<file path="src/rtl/alarm_clock_multi.sv">
// 24-hour BCD clock with NUM_ALARMS enabled alarm slots and a ring/snooze/timeout FSM.
// Optional `ALARM_CLOCK_12H_EN adds mode_12h/pm and 12-hour display of the hour digits.
module alarm_clock_multi #(
   parameter int NUM_ALARMS     = 4,
   parameter int TICK_DIV       = 1,
   parameter int SNOOZE_S       = 300,
   parameter int RING_TIMEOUT_S = 60,
   localparam int AW            = $clog2(NUM_ALARMS)
) (
   input  logic          clk,
   input  logic          reset,
   input  logic [1:0]    in_hour_msb,
   input  logic [3:0]    in_hour_lsb,
   input  logic [3:0]    in_min_msb,
   input  logic [3:0]    in_min_lsb,
   input  logic          set_time,
   input  logic          set_alarm,
   input  logic [AW-1:0] alarm_sel,
   input  logic          en_wr,
   input  logic          en_val,
   input  logic          snooze,
   input  logic          alm_off,
`ifdef ALARM_CLOCK_12H_EN
   input  logic          mode_12h,
   output logic          pm,
`endif
   output logic [1:0]    hour_msb,
   output logic [3:0]    hour_lsb,
   output logic [3:0]    min_msb,
   output logic [3:0]    min_lsb,
   output logic [3:0]    sec_msb,
   output logic [3:0]    sec_lsb,
   output logic          alarm,
   output logic [AW-1:0] alarm_id,
   output logic          snoozed,
   output logic          set_err
);

   localparam int PW = (TICK_DIV > 1) ? $clog2(TICK_DIV) : 1;
   localparam int RW = $clog2(RING_TIMEOUT_S + 1);
   localparam int SW = $clog2(SNOOZE_S + 1);

   localparam logic [1:0] ST_IDLE = 2'd0;
   localparam logic [1:0] ST_RING = 2'd1;
   localparam logic [1:0] ST_SNZ  = 2'd2;

   function automatic logic set_valid(input logic [1:0] hm, input logic [3:0] hl,
                                      input logic [3:0] mm, input logic [3:0] ml);
      logic hour_ok;
      case (hm)
         2'd0, 2'd1: hour_ok = (hl <= 4'd9);
         2'd2:       hour_ok = (hl <= 4'd3);
         default:    hour_ok = 1'b0;
      endcase
      return hour_ok && (mm <= 4'd5) && (ml <= 4'd9);
   endfunction

   // {carry, next digit} for a BCD digit that wraps after max
   function automatic logic [4:0] bcd_inc(input logic [3:0] d, input logic [3:0] max);
      return (d >= max) ? {1'b1, 4'd0} : {1'b0, d + 4'd1};
   endfunction

   logic [PW-1:0] presc_r;
   logic          tick_s;
   logic          set_ok_s, set_time_ok_s, set_alarm_ok_s;
   logic [1:0]    h_msb_r, h_msb_t, h_msb_nx;
   logic [3:0]    h_lsb_r, h_lsb_t, h_lsb_nx;
   logic [3:0]    m_msb_r, m_msb_t, m_msb_nx;
   logic [3:0]    m_lsb_r, m_lsb_t, m_lsb_nx;
   logic [3:0]    s_msb_r, s_msb_t, s_msb_nx;
   logic [3:0]    s_lsb_r, s_lsb_t, s_lsb_nx;
   logic          c_s0_s, c_s1_s, c_m0_s, c_m1_s, day_end_s;
   logic [13:0]   in_hm_s, cur_hm_s;
   logic [13:0]   slot_r [NUM_ALARMS];
   logic [NUM_ALARMS-1:0] en_r;
   logic          eval_r, hit_s;
   logic [AW-1:0] hit_id_s;
   logic [1:0]    state_r, state_n;
   logic [RW-1:0] ring_cnt_r, ring_cnt_n;
   logic [SW-1:0] snz_cnt_r, snz_cnt_n;
   logic [AW-1:0] id_r, id_n;
   logic          alarm_r, snoozed_r, set_err_r;

   assign tick_s         = (presc_r == PW'(TICK_DIV - 1));
   assign set_ok_s       = set_valid(in_hour_msb, in_hour_lsb, in_min_msb, in_min_lsb);
   assign set_time_ok_s  = set_time & set_ok_s;
   assign set_alarm_ok_s = set_alarm & set_ok_s;
   assign in_hm_s        = {in_hour_msb, in_hour_lsb, in_min_msb, in_min_lsb};
   assign cur_hm_s       = {h_msb_r, h_lsb_r, m_msb_r, m_lsb_r};

   // prescaler: one tick every TICK_DIV cycles, restarted by a valid set_time
   always_ff @(posedge clk) begin
      if (!reset) begin
         presc_r <= PW'(0);
      end else if (set_time_ok_s || tick_s) begin
         presc_r <= PW'(0);
      end else begin
         presc_r <= presc_r + PW'(1);
      end
   end

   // ripple-carry BCD increment chain
   assign {c_s0_s, s_lsb_t} = bcd_inc(s_lsb_r, 4'd9);
   assign {c_s1_s, s_msb_t} = c_s0_s ? bcd_inc(s_msb_r, 4'd5) : {1'b0, s_msb_r};
   assign {c_m0_s, m_lsb_t} = c_s1_s ? bcd_inc(m_lsb_r, 4'd9) : {1'b0, m_lsb_r};
   assign {c_m1_s, m_msb_t} = c_m0_s ? bcd_inc(m_msb_r, 4'd5) : {1'b0, m_msb_r};
   assign day_end_s = (h_msb_r == 2'd2) && (h_lsb_r == 4'd3);
   assign h_lsb_t = !c_m1_s ? h_lsb_r :
                    (day_end_s || (h_lsb_r == 4'd9)) ? 4'd0 : h_lsb_r + 4'd1;
   assign h_msb_t = !c_m1_s ? h_msb_r : day_end_s ? 2'd0 :
                    (h_lsb_r == 4'd9) ? h_msb_r + 2'd1 : h_msb_r;

   assign h_msb_nx = set_time_ok_s ? in_hour_msb : tick_s ? h_msb_t : h_msb_r;
   assign h_lsb_nx = set_time_ok_s ? in_hour_lsb : tick_s ? h_lsb_t : h_lsb_r;
   assign m_msb_nx = set_time_ok_s ? in_min_msb  : tick_s ? m_msb_t : m_msb_r;
   assign m_lsb_nx = set_time_ok_s ? in_min_lsb  : tick_s ? m_lsb_t : m_lsb_r;
   assign s_msb_nx = set_time_ok_s ? 4'd0        : tick_s ? s_msb_t : s_msb_r;
   assign s_lsb_nx = set_time_ok_s ? 4'd0        : tick_s ? s_lsb_t : s_lsb_r;

   // time-of-day registers
   always_ff @(posedge clk) begin
      if (!reset) begin
         h_msb_r <= 2'd0; h_lsb_r <= 4'd0; m_msb_r <= 4'd0;
         m_lsb_r <= 4'd0; s_msb_r <= 4'd0; s_lsb_r <= 4'd0;
      end else begin
         h_msb_r <= h_msb_nx; h_lsb_r <= h_lsb_nx; m_msb_r <= m_msb_nx;
         m_lsb_r <= m_lsb_nx; s_msb_r <= s_msb_nx; s_lsb_r <= s_lsb_nx;
      end
   end

   // alarm slot storage; en_wr overrides the implicit enable of set_alarm
   always_ff @(posedge clk) begin
      if (!reset) begin
         for (int i = 0; i < NUM_ALARMS; i++) slot_r[i] <= 14'd0;
         en_r <= {NUM_ALARMS{1'b0}};
      end else begin
         for (int i = 0; i < NUM_ALARMS; i++) begin
            if (set_alarm_ok_s && (alarm_sel == AW'(i))) slot_r[i] <= in_hm_s;
            if (en_wr && (alarm_sel == AW'(i))) begin
               en_r[i] <= en_val;
            end else if (set_alarm_ok_s && (alarm_sel == AW'(i))) begin
               en_r[i] <= 1'b1;
            end
         end
      end
   end

   // match is only evaluated in the cycle after a genuine tick, never after set_time
   always_ff @(posedge clk) begin
      if (!reset) begin
         eval_r <= 1'b0;
      end else begin
         eval_r <= tick_s & ~set_time_ok_s;
      end
   end

   // lowest-index enabled slot equal to hh:mm:00 wins
   always_comb begin
      hit_s    = 1'b0;
      hit_id_s = AW'(0);
      for (int i = NUM_ALARMS - 1; i >= 0; i--) begin
         if (eval_r && en_r[i] && (slot_r[i] == cur_hm_s) &&
             (s_msb_r == 4'd0) && (s_lsb_r == 4'd0)) begin
            hit_s    = 1'b1;
            hit_id_s = AW'(i);
         end else begin
            hit_s    = hit_s;
            hit_id_s = hit_id_s;
         end
      end
   end

   // ringer next-state logic
   always_comb begin
      state_n    = state_r;
      ring_cnt_n = ring_cnt_r;
      snz_cnt_n  = snz_cnt_r;
      id_n       = id_r;
      case (state_r)
         ST_IDLE: begin
            if (hit_s) begin
               state_n = ST_RING; id_n = hit_id_s; ring_cnt_n = RW'(0);
            end else begin
               state_n = ST_IDLE;
            end
         end
         ST_RING: begin
            if (alm_off) begin
               state_n = ST_IDLE;
            end else if (snooze) begin
               state_n = ST_SNZ; snz_cnt_n = SW'(SNOOZE_S);
            end else if (tick_s) begin
               if (ring_cnt_r == RW'(RING_TIMEOUT_S - 1)) begin
                  state_n = ST_IDLE;
               end else begin
                  ring_cnt_n = ring_cnt_r + RW'(1);
               end
            end else begin
               state_n = ST_RING;
            end
         end
         ST_SNZ: begin
            if (alm_off) begin
               state_n = ST_IDLE;
            end else if (hit_s) begin
               state_n = ST_RING; id_n = hit_id_s; ring_cnt_n = RW'(0);
            end else if (tick_s) begin
               if (snz_cnt_r == SW'(1)) begin
                  state_n = ST_RING; ring_cnt_n = RW'(0);
               end else begin
                  snz_cnt_n = snz_cnt_r - SW'(1);
               end
            end else begin
               state_n = ST_SNZ;
            end
         end
         default: state_n = ST_IDLE;
      endcase
   end

   // ringer state and registered status outputs
   always_ff @(posedge clk) begin
      if (!reset) begin
         state_r   <= ST_IDLE;
         ring_cnt_r <= RW'(0);
         snz_cnt_r <= SW'(0);
         id_r      <= AW'(0);
         alarm_r   <= 1'b0;
         snoozed_r <= 1'b0;
         set_err_r <= 1'b0;
      end else begin
         state_r   <= state_n;
         ring_cnt_r <= ring_cnt_n;
         snz_cnt_r <= snz_cnt_n;
         id_r      <= id_n;
         alarm_r   <= (state_n == ST_RING);
         snoozed_r <= (state_n == ST_SNZ);
         set_err_r <= (set_time | set_alarm) & ~set_ok_s;
      end
   end

   assign alarm    = alarm_r;
   assign snoozed  = snoozed_r;
   assign alarm_id = id_r;
   assign set_err  = set_err_r;
   assign min_msb  = m_msb_r;
   assign min_lsb  = m_lsb_r;
   assign sec_msb  = s_msb_r;
   assign sec_lsb  = s_lsb_r;

`ifdef ALARM_CLOCK_12H_EN
   function automatic logic [5:0] hour_disp(input logic [1:0] hm, input logic [3:0] hl,
                                            input logic m12);
      logic [4:0] h24, h12;
      h24 = 5'(hm) * 5'd10 + 5'(hl);
      h12 = (h24 == 5'd0) ? 5'd12 : (h24 > 5'd12) ? h24 - 5'd12 : h24;
      if (!m12) begin
         return {hm, hl};
      end else begin
         return (h12 >= 5'd10) ? {2'd1, 4'(h12 - 5'd10)} : {2'd0, 4'(h12)};
      end
   endfunction

   logic [5:0] disp_hour_r;
   logic       pm_r;

   // display hour re-encoded from the next-state hour so it stays aligned with the minutes
   always_ff @(posedge clk) begin
      if (!reset) begin
         disp_hour_r <= 6'd0;
         pm_r        <= 1'b0;
      end else begin
         disp_hour_r <= hour_disp(h_msb_nx, h_lsb_nx, mode_12h);
         pm_r        <= (h_msb_nx == 2'd2) || ((h_msb_nx == 2'd1) && (h_lsb_nx >= 4'd2));
      end
   end

   assign hour_msb = disp_hour_r[5:4];
   assign hour_lsb = disp_hour_r[3:0];
   assign pm       = pm_r;
`else
   assign hour_msb = h_msb_r;
   assign hour_lsb = h_lsb_r;
`endif

endmodule

</file>
<file path="config.mk">
export PLATFORM = sky130hd
export DESIGN_NAME = alarm_clock_multi
export DESIGN_NICKNAME = d
export VERILOG_FILES = /design/src/rtl/alarm_clock_multi.sv
export SDC_FILE = /design/constraint.sdc
export NUM_CORES = 1
export LEC_CHECK = 0
export CAP_MARGIN = 5
export CORE_MARGIN = 3
export CORE_UTILIZATION = 58
export CTS_CLUSTER_SIZE = 10
export DETAILED_ROUTE_END_ITERATION = 7
export PLACE_DENSITY_LB_ADDON = 0.15
export SYNTH_ARGS = -nofsm -noshare
export SYNTH_HDL_FRONTEND = slang
export SYNTH_SLANG_ARGS = --single-unit
export TNS_END_PERCENT = 20
</file>
<file path="constraint.sdc">
create_clock -name clk -period 2.7 [get_ports clk]
set_input_delay 0.27 -clock clk [delete_from_list [all_inputs] [get_ports clk]]
set_output_delay 0.27 -clock clk [all_outputs]
set_load 0.05 [all_outputs]
</file>
==> flow_summary.yaml <==
power_and_ir_drop:
  clkPwrFrac_pct: 29.8
  irDropWorstVdd_v: 0.0003958
  power.share.sequential_pct: 58.6
  swShare_pct: 26.77
  combPwrFrac_pct: 11.6
  p_leak_nw: 2.368
  p_int_mw: 2.253
  p_per_area_nw_per_um2: 457.9
  power.switching_mw: 0.8235
clock_network:
  cts_sinks: 106
  ctsResizeCount: 0
  cts-root-buf: "clkbuf_8"
  cts_tree: "yes"
  cts.path.max_buffers: 2
  htree_levels: 3
  clk_latency_ps: 380
  cts_buffers: 9
  clk_pin_slew_ps: 110
  cts-hold-fix-buffers: 0
  postCtsSetupBuffers: 0
setup_path:
  crit_type: "reg2reg"
  startpoint: "sec_lsb[0]$_SDFFE_PP0N_"
  cp-start-kind: "flip-flop"
  endpoint_kind: "flip-flop"
  cp.arrival_ps: 2770
  r2r_start: "sec_lsb[0]$_SDFFE_PP0N_"
  crit_fanout: 8
  cp_data_required_time_ps: 2990
cells_and_area:
  drive_gt1_share_pct: 11.88
  area_growth_pct: 16.67
  diodes: 0
  layout.nets: 678
run:
  cap_violations: 0
die:
  design.die.area_um2: 11160
  die_h_um: 105.6
  row_count: 35
  fp.dieW_um: 105.6
  start_util_pct: 60.87
  io_pins: 51
  core_um2: 9459
global_route:
  antenna_found_initial: 0
  grt_pass1_vias: 4424
  grt_usage_pct: 27.35
  gr-total-overflow: 0
  grt_max_degree: 19
  grt_pass1_wl_um: 23570
routing:
  antenna_left: 0
  drtPass1Iterations: 5
  drtIter0Drc: 384
  vias_per_cell: 6.043
  drc_errors: 0
  routed_wl_um: 14850
  wl_per_cell_um: 19.31
  vias: 4647
synth:
  mappedNetlistArea_um2: 5758
  synth_edf_count: 56
  synth_seq_area_share_pct: 46.59
  synth_top_area_share_pct: 29.20
  synth_warnings: 0
  synthTopCellsByArea: "edfxtp_1 29%, dfxtp_1 17%, xnor2_1 8.4%"
  syn_avg_cell_area_um2: 10.25
  synth_cell_type_count: 68
  synth_seq_cells: 106
  synth_flop_cell: "edfxtp_1"
  syn_inst: 562
  synth_common_cells: "56 x edfxtp_1, 55 x xnor2_1, 54 x and2_1"
  synth_most_common_cell: "edfxtp_1"
  synth_async_sr_flop_share_pct: 0
  synth.largest_area_cell: "edfxtp_1"
timing:
  final-hold-violation-count: 0
  finalSetupViolCount: 0
  max_freq_mhz: 403.1
  finalClockSkew_ps: 12.79
  rsz0062_at_grt: "false"
  fin_tns_setup_ps: 0
  fin_crit_sh_pct: 91.87
  fin_crit_ps: 2481
  worst_pin_slew_ps: 655.8
  whs_ps: 471.8
  slew_headroom_pct: 56.19
  drv_slew: 0
min_path:
  min_from: "ring_cnt_r[4]$_SDFFE_PN0P_"
  min_path_type: "reg2reg"
placement:
  port_buffers: 50
  gp_congestion: 0.9305
  dp_hpwl_um: 11110
status:
  status: "finished clean"
[worst max-delay path, cell delays in order, from the launching register on]
cell      delay (ps)
dfxtp_1          450
inv_1            110
ha_1             210
or3b_2           250
nand3_4          140
nor4_4           520
nand2_1          130
or3_1            340
a311oi_2         240
[power by group through the flow]
| stage | clock, mW | sequential, mW | combinational (mW) |
|---|---|---|---|
| 2_1_floorplan | 0 | 1.86 | 0.178 |
| 3_3_place_gp | 0 | 1.84 | 0.345 |
| 3_5_place_dp | 0 | 1.84 | 0.353 |
| 4_1_cts | 0.930 | 1.80 | 0.355 |
| 5_1_grt | 0.985 | 1.81 | 0.382 |
| 6_report | 0.916 | 1.80 | 0.358 |
[flip-flops by register name, indices dropped and copies added (netlist names), 2 cells and up]
signal / count
slot_r: 56
ring_cnt_r: 6
en_r: 4
hour_lsb: 4
min_lsb: 4
sec_msb: 4
sec_lsb: 4
alarm_id: 2
min_msb: 4
snz_cnt_r: 9
hour_msb: 2
state_r: 2
[per-stage QoR]
step                      total power, mW  area [um^2]  std cells  setup WS, ps  util (%)
after CTS                           3.088         6718        769         241.2     71.02
after global placement              2.181         6541        753         184.4     69.15
after detailed placement            2.193         6541        753         145.6     69.15
final                               3.076         6718        769         219.4     71.02
after floorplan                     2.035         5773        566         155.0         -
after global routing                3.177         6718        769         70.12     71.02
[final timing paths]
path	end	slack (ps)	cells past startpoint
max	hour_lsb[2]$_SDFFE_PN0P_	220	8
min	ring_cnt_r[4]$_SDFFE_PN0P_	470	1
max reg2reg	hour_lsb[2]$_SDFFE_PN0P_	220	8
min reg2reg	ring_cnt_r[4]$_SDFFE_PN0P_	470	1
[layout by cell type, fill, tap and decap left out, drive strengths merged, types with 5 or more instances in the layout]
cell type / synthesis / final
a211oi: 5 / 5
a21oi: 24 / 24
a31oi: 7 / 7
and2: 54 / 54
buf: 15 / 35
clkbuf: 12 / 9
clkdlybuf4s50: 0 / 50
clkinv: 1 / 5
conb: 1 / 5
dfxtp: 50 / 50
edfxtp: 56 / 56
ha: 19 / 19
inv: 18 / 21
mux2i: 5 / 5
nand2: 31 / 31
nand2b: 10 / 10
nand3: 17 / 17
nand4: 19 / 19
nor2: 45 / 45
nor3: 17 / 17
nor4: 8 / 8
o21ai: 17 / 17
o41ai: 5 / 5
or3: 6 / 6
or4: 7 / 7
xnor2: 57 / 57
[area by class of cell]
cell class                      instances  area, um^2
Tap cell                              129       161.4
Inverter                               19       71.32
Sequential cell                       106        2683
Timing Repair Buffer                   85       763.2
Clock inverter                          7       52.55
Multi-Input combinational cell        414        2863
Fill cell                             753        2741
Clock buffer                            9       123.9
[per-layer routing]
layer | track usage (%) | routed length [um] | part of all wire [%] | vias up
met3 | 5.756 | 1228 | 8.3 | 34
met5 | 0 | 0 | 0 | -
met1 | 37.36 | 6223 | 42 | 2247
li1 | - | - | - | 2162
met2 | 43.72 | 7057 | 48 | 204
met4 | 8.788 | 341 | 2.3 | 0
[cells by family (layout without fill, tap and decap cells)]
family          after synthesis  in the layout  synth area share, %
mux                           6              6                1.065
compound gates               96             96                12.49
flops                       106            106                46.59
simple gates                228            228                22.23
other cells                   1              5              0.06513
xor+xnor                     60             60                9.387
fa+ha+maj                    19             19                4.129
buf+inv                      46            120                4.041
No activity file was read; power rests on OpenSTA's default activity.
